<file path="src/rtl/bus_master_if.sv">
// CPU-side bus initiator: turns a held CPU request into one bus cycle, stalls the
// pipeline until ack, returns read data, and aborts on flush or a no-ack timeout.
module bus_master_if #(
   parameter int TIMEOUT = 255,
   parameter int TO_W    = 8,
   parameter int DW      = 32
) (
   input  logic          clk_i,
   input  logic          rst_i,
   input  logic          stall_i,
   input  logic          flush_i,
   input  logic          cpu_ce_i,
   input  logic [DW-1:0] cpu_addr_i,
   input  logic [DW-1:0] cpu_data_i,
   input  logic          cpu_we_i,
   input  logic [3:0]    cpu_sel_i,
   output logic [DW-1:0] cpu_data_o,
   output logic          stallreq_o,
   output logic          err_o,
   input  logic [DW-1:0] bus_data_i,
   input  logic          bus_ack_i,
   output logic [DW-1:0] bus_addr_o,
   output logic [DW-1:0] bus_data_o,
   output logic [3:0]    bus_sel_o,
   output logic          bus_we_o,
   output logic          bus_stb_o,
   output logic          bus_cyc_o
);

   localparam logic [1:0] IDLE       = 2'd0;
   localparam logic [1:0] BUSY       = 2'd1;
   localparam logic [1:0] WAIT_STALL = 2'd2;

   logic [1:0]    state_q, state_d;
   logic [TO_W-1:0] cnt_q, cnt_d;
   logic [DW-1:0] addr_q, addr_d, wdat_q, wdat_d, rd_q, rd_d;
   logic [3:0]    sel_q, sel_d;
   logic          we_q, we_d, act_q, act_d, err_q, err_d;
   logic          timeout_hit, clr_bus;

   assign timeout_hit = (state_q == BUSY) && !bus_ack_i && (cnt_q == TO_W'(TIMEOUT - 1));

   always_comb begin
      state_d = state_q;
      cnt_d   = cnt_q;
      addr_d  = addr_q;
      wdat_d  = wdat_q;
      sel_d   = sel_q;
      we_d    = we_q;
      act_d   = act_q;
      rd_d    = rd_q;
      err_d   = 1'b0;
      clr_bus = 1'b0;
      if (flush_i) begin
         clr_bus = 1'b1;
         rd_d    = '0;
         cnt_d   = '0;
         state_d = IDLE;
      end else begin
         case (state_q)
            IDLE: if (cpu_ce_i) begin
               addr_d  = cpu_addr_i;
               wdat_d  = cpu_data_i;
               sel_d   = cpu_sel_i;
               we_d    = cpu_we_i;
               act_d   = 1'b1;
               cnt_d   = '0;
               state_d = BUSY;
            end
            BUSY: begin
               if (bus_ack_i) begin
                  clr_bus = 1'b1;
                  if (!cpu_we_i) rd_d = bus_data_i;
                  state_d = stall_i ? WAIT_STALL : IDLE;
               end else if (timeout_hit) begin
                  // Abort: the core sees zero data plus a one-cycle error pulse.
                  clr_bus = 1'b1;
                  rd_d    = '0;
                  err_d   = 1'b1;
                  state_d = stall_i ? WAIT_STALL : IDLE;
               end else begin
                  cnt_d = cnt_q + 1'b1;
               end
            end
            WAIT_STALL: if (!stall_i) state_d = IDLE;
            default: state_d = IDLE;
         endcase
      end
      if (clr_bus) begin
         addr_d = '0;
         wdat_d = '0;
         sel_d  = '0;
         we_d   = 1'b0;
         act_d  = 1'b0;
      end
   end

   always_ff @(posedge clk_i) begin
      if (rst_i) begin
         state_q <= IDLE;
         cnt_q   <= '0;
         addr_q  <= '0;
         wdat_q  <= '0;
         sel_q   <= '0;
         we_q    <= 1'b0;
         act_q   <= 1'b0;
         rd_q    <= '0;
         err_q   <= 1'b0;
      end else begin
         state_q <= state_d;
         cnt_q   <= cnt_d;
         addr_q  <= addr_d;
         wdat_q  <= wdat_d;
         sel_q   <= sel_d;
         we_q    <= we_d;
         act_q   <= act_d;
         rd_q    <= rd_d;
         err_q   <= err_d;
      end
   end

   always_comb begin
      stallreq_o = 1'b0;
      cpu_data_o = rd_q;
      case (state_q)
         IDLE: stallreq_o = cpu_ce_i & ~flush_i;
         BUSY: begin
            stallreq_o = ~(bus_ack_i | timeout_hit) & ~flush_i;
            // Read data is forwarded in the ack cycle so the core need not wait a cycle.
            cpu_data_o = (bus_ack_i && !cpu_we_i) ? bus_data_i : '0;
         end
         default: stallreq_o = 1'b0;
      endcase
   end

   assign bus_addr_o = addr_q;
   assign bus_data_o = wdat_q;
   assign bus_sel_o  = sel_q;
   assign bus_we_o   = we_q;
   assign bus_stb_o  = act_q;
   assign bus_cyc_o  = act_q;
   assign err_o      = err_q;

endmodule

</file>
<file path="config.mk">
export PLATFORM = sky130hd
export DESIGN_NAME = bus_master_if
export DESIGN_NICKNAME = d
export VERILOG_FILES = /design/src/rtl/bus_master_if.sv
export SDC_FILE = /design/constraint.sdc
export NUM_CORES = 1
export LEC_CHECK = 0
export BUFFER_PORTS_ARGS = -buffer_cell sky130_fd_sc_hd__buf_2
export CORE_ASPECT_RATIO = 0.75
export CORE_MARGIN = 10
export CORE_UTILIZATION = 42
export CTS_CLUSTER_DIAMETER = 80
export DETAILED_ROUTE_END_ITERATION = 10
export PLACE_DENSITY = 0.83
export SLEW_MARGIN = 30
export SYNTH_ARGS = -nofsm -noshare
export SYNTH_HDL_FRONTEND = slang
export SYNTH_SLANG_ARGS = --single-unit
export TNS_END_PERCENT = 100
</file>
<file path="constraint.sdc">
create_clock -name clk_i -period 1.67 [get_ports clk_i]
set_input_delay 0.0835 -clock clk_i [delete_from_list [all_inputs] [get_ports clk_i]]
set_output_delay 0.0835 -clock clk_i [all_outputs]
set_load 0.02 [all_outputs]
</file>
==> out/qor.csv, run 1 <==
metric,value,unit
ys_types,41,
worst_clock_skew,0.00806,ns
start_util,0.432,
stdcell_area,0.00828,mm2
synthTopCellsByArea,"dfxtp_1 51%, nand2_1 20%, a21oi_1 12%",
antenna_found_initial,3,
p_per_area,921,mW/mm2
seq_area_frac_synth,0.507,
yosysWarnings,0,
setup_viol,37,
crit_chain,nand2b_4 -> buf_4 -> buf_4 -> buf_12 -> nand2_1 -> nand2_2 -> buf_6,
cpPeakStageDelay,0.34,ns
drtIter0Drc,535,
rsz0062_at_grt,true,
synth.ff_latch_count,113,
place_ws,-0.0343,ns
cts.sinks,113,
synth_area,0.00446,mm2
gp_congestion,0.865,
clockBufferDepth,2,
post-synth-top-count-cell,nand2_1,
synth_enable_flop_cells,0,
synthToLayoutAreaGrowth,85.7,%
cp-end-kind,output port,
cellInternalPower,5.83,mW
slowest_stage,dfxtp_4,
n_fill_cell,558,
cp_max_fo,15,
fin_crit_sh,1.06,
power_switching_share,0.236,
avgSynthCellArea,7.50,um2
yosysTopAreaCell,dfxtp_1,
crit_top_cell,buf_4,
ios,212,
async_flop_share,0,
drv_cap,0,
ys_top_cells_by_count,"241 x nand2_1, 113 x dfxtp_1, 105 x a21oi_1",
placed_cell_area,0.00575,mm2
drive_gt1_frac,0.413,
hpwlAfterDp,9920,um
worstSetupPathType,register to output port,
hp-class,input port to register,
cts-buffers-inserted,17,
root_buffer,clkbuf_16,
drc,0,
cp.arrival,1.69,ns
dieHeight,109,um
track_usage,0.230,
die_w,139,um
power.share.clock,0.519,
max_freq,563,MHz
fin_crit,1.78,ns
drt_pass1_iterations,5,
switching_power,1.80,mW
final_nets,1035,
grt_pass1_wl,28500,um
synth_top_area_frac,0.507,
netlist_instances,595,
peakVddDrop,0.00109,V
path_clk_slew,0.06,ns
viasPerCell,5.38,
status,"complete, but fails checks",
clk_latency,0.41,ns
ant_nets,0,
synthFlopType,dfxtp_1,
coreArea,0.0103,mm2
h-tree-depth,4,
instances_no_fill,1079,
wl_per_cell,19.8,um
final.setup.worst_slack,-0.106,ns
gr-total-overflow,0,
cts_tree,done,
leakage,3.63,nW
violations,setup timing,
dp_cells,918,
p_comb_frac,0.120,
worst_slew_pin_slew,0.457,ns
grt_max_degree,69,
cp_data_required_time,1.59,ns
io_buffers,211,
totalWireLength,21300,um
slew_headroom,0.695,
rows,32,
slew_violations,0,
syn_nets,704,
vias,5809,
hold_violations,0,
crit_path_start_kind,register,
seq_power_share,0.362,
fin_util,0.802,
die_area,0.0152,mm2
fin_setup_tns,-1.14,ns
grt_pass1_vias,5658,
[final timing paths]
path	start	to	slack, ns	cells past startpoint
worst max register to register	cnt_q[0]	rd_q[18]	-0.06	7
worst min-delay path	bus_ack_i	err_o	0.11	4
worst min register to register	bus_addr_o[22]	bus_addr_o[22]	0.45	2
worst max-delay path	state_q[1]	cpu_data_o[0]	-0.11	7
[registers in the layout, indices dropped and copies added (netlist names)]
register and flops:
rd_q 32, bus_data_o 32, bus_addr_o 32, state_q 2, bus_sel_o 4, cnt_q 8, bus_cyc_o 1, bus_we_o 1
err_o 1
[power groups by stage]
stage               registers, mW  clock network (mW)  logic (mW)
floorplan                    2.86                   0       0.238
global placement             2.82                   0       0.545
detailed placement           2.82                   0       0.549
CTS                          2.76                3.97       0.791
global route                 2.76                4.11       0.968
finish                       2.76                3.96       0.914
[layer usage]
layer	vias up	global-route usage	share of wire
li1	2640	-	-
met1	2677	0.230	0.34
met2	390	0.405	0.51
met4	0	0.156	0.056
met5	-	0	0
met3	102	0.0791	0.091
[layout by cell type (no fill, tap or decap), drive strengths merged]
cell type / netlist / layout
a2111o: 1 / 1
a2111oi: 1 / 1
a21o: 1 / 1
a21oi: 105 / 105
a31oi: 1 / 1
a41oi: 1 / 1
and3: 2 / 2
and4: 1 / 1
buf: 11 / 249
bufbuf: 0 / 1
bufinv: 0 / 5
clkbuf: 32 / 21
clkinv: 0 / 7
clkinvlp: 0 / 1
dfxtp: 113 / 113
diode: 0 / 4
dlygate4sd3: 0 / 102
ha: 2 / 2
inv: 1 / 2
mux2i: 1 / 1
nand2: 241 / 241
nand2b: 5 / 5
nand3: 4 / 4
nand3b: 1 / 1
nand4: 2 / 2
nor2: 10 / 10
nor2b: 2 / 2
nor3: 2 / 2
nor3b: 1 / 1
nor4: 2 / 2
o211ai: 2 / 2
o21a: 1 / 1
o21ai: 38 / 38
o31a: 1 / 1
o31ai: 3 / 3
or2: 1 / 1
or3: 1 / 1
or4: 3 / 3
xor2: 2 / 2
[worst max-delay path, delay by kind of cell, from the launching register on]
family                 cells  cell delay, ns
buffers and inverters      4            0.61
AND/OR/NAND/NOR            3            0.35
flip-flops                 1            0.34
[stage by stage]
stage | hold WS [ns] | total power [mW]
2_1_floorplan | 0.220 | 3.10
3_3_place_gp | 0.310 | 3.36
3_5_place_dp | 0.313 | 3.37
4_1_cts | 0.0534 | 7.52
5_1_grt | 0.110 | 7.84
6_report | 0.105 | 7.63
[timing repair]
action / 4_1_cts / 5_1_grt
setup buffers: 10 / 8
endpoints found under the setup margin: 95 / 91
gates resized for setup: 73 / 132
hold buffers: 102 / 0
endpoints found under the hold margin: 102 / 0
cloned: 3 / 3
pin swaps: 6 / 31
[kinds of logic (layout without fill, tap and decap cells)]
family,Yosys count,after routing,synth area share
muxes,1,1,0.00224
buffers and inverters,44,388,0.0443
xor gates and xnor gates,2,2,0.00393
adders and majority gates,2,2,0.00561
and+or+nand+nor,278,278,0.254
DFF,113,113,0.507
other,0,4,0
AOI/OAI and AO/OA,155,155,0.182
[final cells by class]
class | count | area (um2) | area share
inverters | 1 | 3.75 | 0.000453
multi-input cells | 438 | 2330 | 0.281
flip-flops and latches | 113 | 2280 | 0.275
repair buffers | 355 | 2850 | 0.344
diodes | 4 | 10.0 | 0.00121
clock buffers | 18 | 429 | 0.0518
well taps | 136 | 170 | 0.0205
clock inverters | 14 | 213 | 0.0257
(Power assumes the default switching activity.)
==> run 2: changes to the inputs <==
CORE_ASPECT_RATIO = 1.75   (was 0.75)
==> run 2 against run 1 <==
Effect of this change: the flow still finishes with violations (setup timing); power decreased by 7.8%; wire length fell by 5.8%; largest power group unchanged; register-to-register slack worse by 0.06 ns; non-clock buffer count shrank 6; utilization shrank 4.3 points; fmax decreased by 1.0%; flip-flop and latch count stayed put; clock skew is 0.0017 ns higher; cell area fell by 5.0%; sequential share of layout area grew 1.4 points; critical path type is now register to register; hold slack worse by 0.015 ns; global-route usage fell by 1.0 points.
==> out/qor.csv, run 2 (same netlist as run 1, synthesis figures left out) <==
metric,value,unit,change
worst_slew_pin_slew,0.733,ns,+0.276 ns
fin_util,0.759,,-0.0426
worst-path-buf-inv,2,,-2
drtIter0Drc,451,,-16%
cts-buffers-inserted,17,,unchanged
holdPathStages,4,,unchanged
synthToLayoutAreaGrowth,76.4,%,
whs,0.0904,ns,-0.0147 ns
hp-class,input port to register,,
root_buffer,clkbuf_16,,
gp_congestion,0.870,,+0.61%
violations,setup timing,,
totalWireLength,20100,um,-5.8%
leakage,3.46,nW,-4.6%
worst-r2r-setup-slack,-0.12,ns,-0.06 ns
hold_path_end,err_o,,
crit-reg2reg-launch,cnt_q[0],,
die_area,0.0153,mm2,+0.79%
worst_clock_skew,0.00980,ns,+0.00174 ns
cp_top_family,compound AO/OA/AOI/OAI gates,,
grt_max_degree,71,,+2.9%
die_w,97.9,um,-30%
viasPerCell,5.34,,-0.74%
antenna_found_initial,0,,-3
rows,49,,+53%
placed_cell_area,0.00575,mm2,about the same
cts_tree,done,,
status,"complete, but fails checks",,
ios,212,,unchanged
ff2ff_path_depth,7,,unchanged
hp-start,bus_ack_i,,
layout_common_cells,"203 x nand2_1, 178 x buf_2, 107 x dfxtp_1",,
place_ws,-0.0498,ns,-0.0155 ns
final.setup.worst_slack,-0.124,ns,-0.0181 ns
vias,5675,,-2.3%
grt_pass1_wl,27800,um,-2.5%
cp-end-kind,register,,
clockBufferDepth,2,,unchanged
fin_crit,1.79,ns,+0.0181 ns
cp_max_fo,32,,+17
gr-total-overflow,0,,unchanged
max_freq,557,MHz,-1.0%
crit_path_start_kind,register,,
fin_crit_sh,1.07,,+0.0109
hold_violations,0,,unchanged
rsz0062_at_grt,true,,
final_nets,1029,,-0.58%
setup_viol,34,,-8.1%
io_buffers,211,,unchanged
dieHeight,156,um,+43%
slowest_stage,dfxtp_2,,
drv_cap,0,,unchanged
wl_per_cell,18.9,um,-4.3%
coreArea,0.0104,mm2,+0.30%
fin_total_pwr,7.04,mW,-7.8%
slew_headroom,0.512,,-0.183
drive_gt1_frac,0.364,,-0.0488
cp_data_required_time,1.92,ns,+0.33 ns
p_per_area,894,mW/mm2,-3.0%
worstSetupPathType,register to register,,
path_clk_slew,0.05,ns,about the same
slew_violations,0,,unchanged
cts.sinks,113,,unchanged
grt_pass1_vias,5499,,-2.8%
h-tree-depth,4,,unchanged
hpwlAfterDp,9930,um,about the same
cpPeakStageDelay,0.33,ns,about the same
stdcell_area,0.00787,mm2,-5.0%
track_usage,0.219,,-0.0104
cp.arrival,2.04,ns,+0.35 ns
final_common_cell,nand2_1,,
ant_nets,0,,unchanged
clk_latency,0.40,ns,about the same
crit_chain,inv_1 -> ha_2 -> nand3_2 -> o31a_1 -> buf_12 -> o21ai_0 -> a21oi_1,,
peakVddDrop,0.000745,V,-32%
reg2reg_to,rd_q[29],,
start_util,0.431,,-0.00130
drc,0,,unchanged
drt_pass1_iterations,5,,unchanged
run 2: cell types whose count changed in the layout (fill, tap and decap cells not counted), moves of 3 or more:
cell / before / now
o21ai_0: 18 / 22
nand2_4: 7 / 1
nand2_2: 62 / 37
a21oi_1: 100 / 104
o21ai_1: 18 / 15
bufinv_16: 5 / 1
a21oi_2: 5 / 1
buf_12: 9 / 5
nand2_1: 172 / 203
clkbuf_8: 0 / 4
run 2: final cells by class:
type                    count  area [um2]
diodes                      2        5.00
clock buffers              23         488
clock inverters             9        81.3
fillers                   633        2490
inverters                   1        3.75
multi-input cells         438        2180
flip-flops and latches    113        2270
well taps                 127         159
repair buffers            349        2680
run 2: worst max path at each step:
stage	from	to	slack, ns	cells past startpoint
final	cnt_q[0]	rd_q[29]	-0.12	7
after global routing	cnt_q[0]	rd_q[29]	-0.15	7
after CTS	state_q[1]	cpu_data_o[18]	-0.02	6
after detailed placement	cnt_q[0]	cnt_q[5]	-0.05	7
after global placement	cnt_q[0]	cnt_q[5]	0.01	7
after floorplan	cnt_q[0]	cnt_q[5]	0.005	6
run 2: through the flow:
| step | instances | setup TNS (ns) |
|---|---|---|
| final | 1062 | -1.27 |
| after global routing | 1060 | -3.72 |
| after global placement | 914 | 0 |
| after CTS | 1049 | -0.0181 |
| after detailed placement | 914 | -0.0498 |
| after floorplan | 595 | 0 |
run 2: metal layers:
| layer | track usage | routed length (um) |
|---|---|---|
| met1 | 0.227 | 7090 |
| met2 | 0.374 | 10100 |
| met3 | 0.0882 | 2200 |
| met4 | 0.111 | 728 |
| met5 | 0 | 0 |
run 2: where the power goes:
part           switching [mW]  internal, mW  total [mW]
sequential             0.0239          2.74        2.76
combinational           0.426         0.409       0.835
clock                    1.24          2.19        3.44
total                    1.69          5.34        7.04
run 2: worst register-to-register path, cell delays in order, from the launching register on:
cell and delay (ns):
dfxtp_2 0.33, inv_1 0.09, ha_2 0.22, nand3_2 0.10, o31a_1 0.29, buf_12 0.18, o21ai_0 0.30, a21oi_1 0.13
run 2: what timing repair did:
| action | in CTS | in global routing |
|---|---|---|
| pin swaps | 6 | 22 |
| resized for setup | 32 | 110 |
| buffers inserted | 0 | 7 |
| hold buffers | 102 | 0 |
| hold endpoints to repair | 102 | 0 |
| cloned | 1 | 4 |
| endpoints found under the setup margin | 34 | 111 |
